<file path="src/rtl/addr_map_pkg.sv">
// addr_map_pkg: shared address type, destination-width helper and default two-region map
package addr_map_pkg;
  typedef logic [31:0] addr_t;
  localparam logic [0:1][31:0] DEF_MAP_BASE = {32'h0000_0000, 32'h1000_0000};
  localparam logic [0:1][31:0] DEF_MAP_END = {32'h0fff_ffff, 32'h1fff_ffff};
  function automatic int dest_w(input int slaves);
    return $clog2(slaves + 1);
  endfunction
endpackage

</file>
<file path="src/rtl/addr_region_match.sv">
// addr_region_match: combinational region compare with lowest-index priority; addr in, idx/hit out
module addr_region_match #(
  parameter int ADDR_WIDTH = 32,
  parameter int SLAVES = 2,
  parameter int DEST_W = 2,
  parameter logic [0:SLAVES-1][ADDR_WIDTH-1:0] MAP_BASE = '0,
  parameter logic [0:SLAVES-1][ADDR_WIDTH-1:0] MAP_END = '0
) (
  input  logic [ADDR_WIDTH-1:0] addr,
  output logic [DEST_W-1:0]     idx,
  output logic                  hit
);
  always_comb begin
    idx = '0;
    hit = 1'b0;
    for (int i = SLAVES - 1; i >= 0; i--)
      if (addr >= MAP_BASE[i] && addr <= MAP_END[i]) begin
        idx = DEST_W'(i);
        hit = 1'b1;
      end
  end
endmodule

</file>
<file path="src/rtl/addr_route_stage.sv">
// addr_route_stage: registered address decode stage with outstanding-count and destination-switch hazard
// Ports: ACLK/ARESET (sync, active high); s_addr/s_valid/s_ready upstream; m_addr/m_dest/m_decerr/m_valid/m_ready
// downstream; resp_done completion pulse; outstanding live count.
// Macro ADDR_ROUTE_DECERR_EN routes unmapped addresses to dest SLAVES with m_decerr=1; otherwise dest 0, no error.
module addr_route_stage
  import addr_map_pkg::*;
#(
  parameter int ADDR_WIDTH = 32,
  parameter int SLAVES = 2,
  parameter logic [0:SLAVES-1][ADDR_WIDTH-1:0] ADDR_MAP_BASE = DEF_MAP_BASE,
  parameter logic [0:SLAVES-1][ADDR_WIDTH-1:0] ADDR_MAP_END = DEF_MAP_END,
  parameter int MAX_OUTSTANDING = 8
) (
  input  logic                                 ACLK,
  input  logic                                 ARESET,
  input  logic [ADDR_WIDTH-1:0]                s_addr,
  input  logic                                 s_valid,
  output logic                                 s_ready,
  output logic [ADDR_WIDTH-1:0]                m_addr,
  output logic [dest_w(SLAVES)-1:0]            m_dest,
  output logic                                 m_decerr,
  output logic                                 m_valid,
  input  logic                                 m_ready,
  input  logic                                 resp_done,
  output logic [$clog2(MAX_OUTSTANDING+1)-1:0] outstanding
);
  localparam int DEST_W = dest_w(SLAVES);
  localparam int CNT_W = $clog2(MAX_OUTSTANDING + 1);
  logic [DEST_W-1:0] idx, dec_dest, cur_dest;
  logic hit, dec_err, hazard, accept, inc, dec;
  addr_region_match #(
    .ADDR_WIDTH(ADDR_WIDTH),
    .SLAVES(SLAVES),
    .DEST_W(DEST_W),
    .MAP_BASE(ADDR_MAP_BASE),
    .MAP_END(ADDR_MAP_END)
  ) u_match (
    .addr(s_addr),
    .idx(idx),
    .hit(hit)
  );
  always_comb begin
`ifdef ADDR_ROUTE_DECERR_EN
    dec_dest = hit ? idx : DEST_W'(SLAVES);
    dec_err = !hit;
`else
    dec_dest = hit ? idx : '0;
    dec_err = 1'b0;
`endif
    // a switch of destination waits until every transaction to the previous one has completed
    hazard = (outstanding != '0 && dec_dest != cur_dest) || outstanding == CNT_W'(MAX_OUTSTANDING);
    s_ready = !ARESET && (!m_valid || m_ready) && !hazard;
    accept = s_valid && s_ready;
    inc = accept;
    dec = resp_done && outstanding != '0;
  end
  always_ff @(posedge ACLK) begin
    if (ARESET) begin
      m_valid <= 1'b0;
      m_addr <= '0;
      m_dest <= '0;
      m_decerr <= 1'b0;
      cur_dest <= '0;
      outstanding <= '0;
    end else begin
      if (accept) begin
        m_valid <= 1'b1;
        m_addr <= s_addr;
        m_dest <= dec_dest;
        m_decerr <= dec_err;
        cur_dest <= dec_dest;
      end else if (m_ready) begin
        m_valid <= 1'b0;
      end
      outstanding <= (inc && !dec) ? outstanding + CNT_W'(1) : (dec && !inc) ? outstanding - CNT_W'(1) : outstanding;
    end
  end
endmodule

</file>
<file path="config.mk">
export PLATFORM = sky130hd
export DESIGN_NAME = addr_route_stage
export DESIGN_NICKNAME = d
export VERILOG_FILES = /design/src/rtl/addr_map_pkg.sv /design/src/rtl/addr_region_match.sv /design/src/rtl/addr_route_stage.sv
export SDC_FILE = /design/constraint.sdc
export NUM_CORES = 1
export LEC_CHECK = 0
export CAP_MARGIN = 20
export CORE_MARGIN = 2
export CORE_UTILIZATION = 45
export DETAILED_ROUTE_END_ITERATION = 6
export PLACE_DENSITY = 0.91
export SYNTH_ARGS = -nofsm -noshare
export SYNTH_HDL_FRONTEND = slang
export SYNTH_SLANG_ARGS = --single-unit
</file>
<file path="constraint.sdc">
create_clock -name ACLK -period 7.5 [get_ports ACLK]
set_input_delay 1.125 -clock ACLK [delete_from_list [all_inputs] [get_ports ACLK]]
set_output_delay 1.125 -clock ACLK [all_outputs]
set_load 0.05 [all_outputs]
</file>
==> results.py <==
metrics = {
    "timing": {
        "finalHoldViolations": 0,
        "holdWs_ns": 0.532,
        "worst_pin_slew_ns": 1.08,
        "fmax_ghz": 0.220,
        "period_share_pct": 60.6,
        "final_max_slew_viol_count": 0,
        "period_minus_slack_ns": 4.55,
        "relSlewSlack_pct": 28.2,
        "rsz0062_at_grt": "false",
        "setup_viol": 0,
        "finClkSkew_ns": 0.00449,
        "tns_ns": 0,
    },
    "place": {
        "globalplace.congestion": 0.736,
        "io_buffers": 75,
        "hpwlAfterDp_mm": 2.82,
        "place_area_mm2": 0.00254,
        "dp.cells": 280,
    },
    "clock_network": {
        "postCtsSetupBuffers": 0,
        "hold_buffers": 0,
        "htreeDepth": 2,
        "clk_path_buf_depth": 2,
        "cts_buffers": 5,
        "path_clk_slew_ns": 0.08,
        "clkLatencyLatePin_ns": 0.28,
        "cts_num_sinks": 38,
        "cts.repair.resized": 0,
        "clock-root-buffer": "clkbuf_8",
        "tritoncts": "built",
    },
    "pwr": {
        "p_comb_share_pct": 58.7,
        "p_sw_mw": 0.508,
        "p_leak_nw": 1.09,
        "p_int_mw": 0.616,
        "seqPwrFrac_pct": 28.4,
        "ir_drop_mv": 0.251,
        "swShare_pct": 45.2,
        "clkPwrFrac_pct": 12.9,
        "total_power_mw": 1.12,
        "power_density_mw_per_mm2": 426,
    },
    "logic_synthesis": {
        "synth.largest_area_cell": "dfxtp_1",
        "synth_top_area_share_pct": 42.4,
        "synth_area_leaders": "dfxtp_1, mux2_2, nor2b_1",
        "synth_cell_types": 33,
        "synth-edff-count": 0,
        "ys_dominant_reg_cell": "dfxtp_1",
        "yosysMostFrequentCell": "dfxtp_1",
        "avgSynthCellArea_um2": 10.8,
        "synth_common_cells": "dfxtp_1, nor2b_1, mux2_2",
        "synthCells": 166,
        "async_flop_share_pct": 0,
        "ys_seq_area_share_pct": 42.4,
        "ys_seq_elements": 38,
        "synth.cell_area_mm2": 0.00179,
        "synth_warnings": 0,
    },
    "setup_path": {
        "r2r-end": "outstanding[3]",
        "r2r_slack_ns": 3.97,
        "worstPathMaxFanout": 29,
        "critPathRequiredTime_ns": 7.68,
        "timing.rr.start": "outstanding[0]",
        "crit_arrival_ns": 4.72,
        "start_kind": "input pin",
        "crit_type": "input pin to flip-flop",
        "r2r_cells": 10,
        "end_kind": "flip-flop",
    },
    "global_routing": {
        "grt.total_usage_pct": 19.0,
        "grt_start_max_net_pins": 42,
        "use_met2_pct": 32.4,
        "grt_overflow": 0,
        "antenna_found_initial": 0,
        "busiest_layer": "met2",
        "grt_use_met3_pct": 9.67,
        "met1_usage_pct": 20.7,
        "grt_pass1_vias": 1483,
        "grt_first_pass_wirelength_mm": 6.42,
    },
    "route": {
        "vias": 1437,
        "drtIter0Drc": 75,
        "via_per_inst": 4.99,
        "dr.pass1.iters": 6,
        "drc": 0,
        "routed_wl_mm": 3.89,
        "ant_nets": 0,
        "post_drt_wl_per_cell_um": 13.5,
    },
    "floorplanning": {
        "fp.dieW_um": 67.1,
        "start_util_pct": 47.9,
        "coreArea_mm2": 0.00374,
        "die-area_mm2": 0.00451,
        "row_count": 22,
        "die_y_um": 67.1,
        "pin_count": 78,
    },
    "finish": {
        "design_area_mm2": 0.00264,
        "regArea_um2": 761,
        "fin_cells": 288,
        "drive_above_1_share_pct": 17.1,
        "num-fill-cells": 296,
        "nets": 280,
        "diodes": 0,
        "synthToLayoutAreaGrowth_pct": 47.1,
        "multi_input_area_um2": 936,
    },
    "hold_path": {
        "worstHoldPathCells": 2,
        "min_path_type": "flip-flop to flip-flop",
        "hp-start": "m_addr[30]",
        "whs_endpoint": "m_addr[30]",
    },
    "run_status": {
        "status": "completed",
    },
    "flow_run": {
        "max_cap_viol_count": 0,
    },
}
[cell type report]
class                   instances  area share [%]
multi-input cells             110            35.5
flip-flops and latches         38            28.8
repair buffers                 76            28.7
clock buffers                   6            3.13
well taps                      48            2.27
inverters                       8            1.14
clock inverters                 2           0.474
[sequential cells by signal (all words and copies together) (netlist names)]
register,flops
cur_dest,1
outstanding,4
m_addr,32
m_valid,1
[how the worst max path moves through the flow]
stage	startpoint	endpoint	slack [ns]	cells after the start
finish	s_addr[31]	outstanding[3]	2.95	12
global route	s_addr[30]	outstanding[3]	2.66	12
CTS	s_addr[31]	outstanding[3]	2.88	12
detailed placement	s_addr[31]	outstanding[3]	2.57	12
global placement	s_addr[31]	outstanding[3]	2.69	12
floorplan	s_addr[31]	s_ready	3.54	4
[metal layers]
metal	vias to the layer above	wire length (um)
met5	-	0
met4	0	20
met3	2	368
met2	56	1880
met1	668	1630
li1	711	-
[worst max-delay path, cell delays in order]
cell and delay (ns):
clkdlybuf4s50_1 0.49, nor4b_4 0.39, xnor2_1 0.19, a31oi_4 0.90, inv_1 0.11, ha_1 0.26
inv_1 0.12, ha_1 0.24, a21o_1 0.17, a21oi_1 0.17, mux2i_1 0.21, mux2_2 0.34
[power groups by stage]
| stage | combinational, mW | sequential, mW | clock (mW) |
|---|---|---|---|
| floorplan | 0.225 | 0.570 | 0 |
| global placement | 0.655 | 0.319 | 0 |
| detailed placement | 0.665 | 0.321 | 0 |
| CTS | 0.667 | 0.319 | 0.151 |
| global route | 0.698 | 0.328 | 0.160 |
| finish | 0.660 | 0.319 | 0.145 |
[stage by stage]
step	util [%]	setup slack, ns
2_1_floorplan	-	3.54
3_3_place_gp	68.0	2.69
3_5_place_dp	68.0	2.57
4_1_cts	70.5	2.88
5_1_grt	70.5	2.66
6_report	70.5	2.95
[logic make-up (layout without fill, tap and decap cells)]
family / after synthesis / in the layout / share of synthesized area (%)
multiplexers: 32 / 32 / 21.8
AO/OA/AOI/OAI: 16 / 16 / 6.69
adder cells (fa/ha/maj): 4 / 4 / 3.21
XOR/XNOR: 4 / 4 / 1.95
other: 1 / 2 / 0.209
buffers and inverters: 19 / 92 / 6.14
AND/OR/NAND/NOR: 52 / 52 / 17.6
flip-flops: 38 / 38 / 42.4
[layout by cell type (no fill, tap or decap), types with 2 or more instances in the layout]
cell	count
o221ai_1	4
a22oi_1	4
nor2b_1	29
a21oi_1	3
conb_1	2
dfxtp_1	38
nand3_1	5
mux2_4	9
mux2_2	20
clkbuf_8	6
mux2i_1	3
xor2_1	2
xnor2_1	2
clkdlybuf4s50_1	75
nor2_1	10
ha_1	3
inv_1	8
Power figures use the tool's default switching activity.
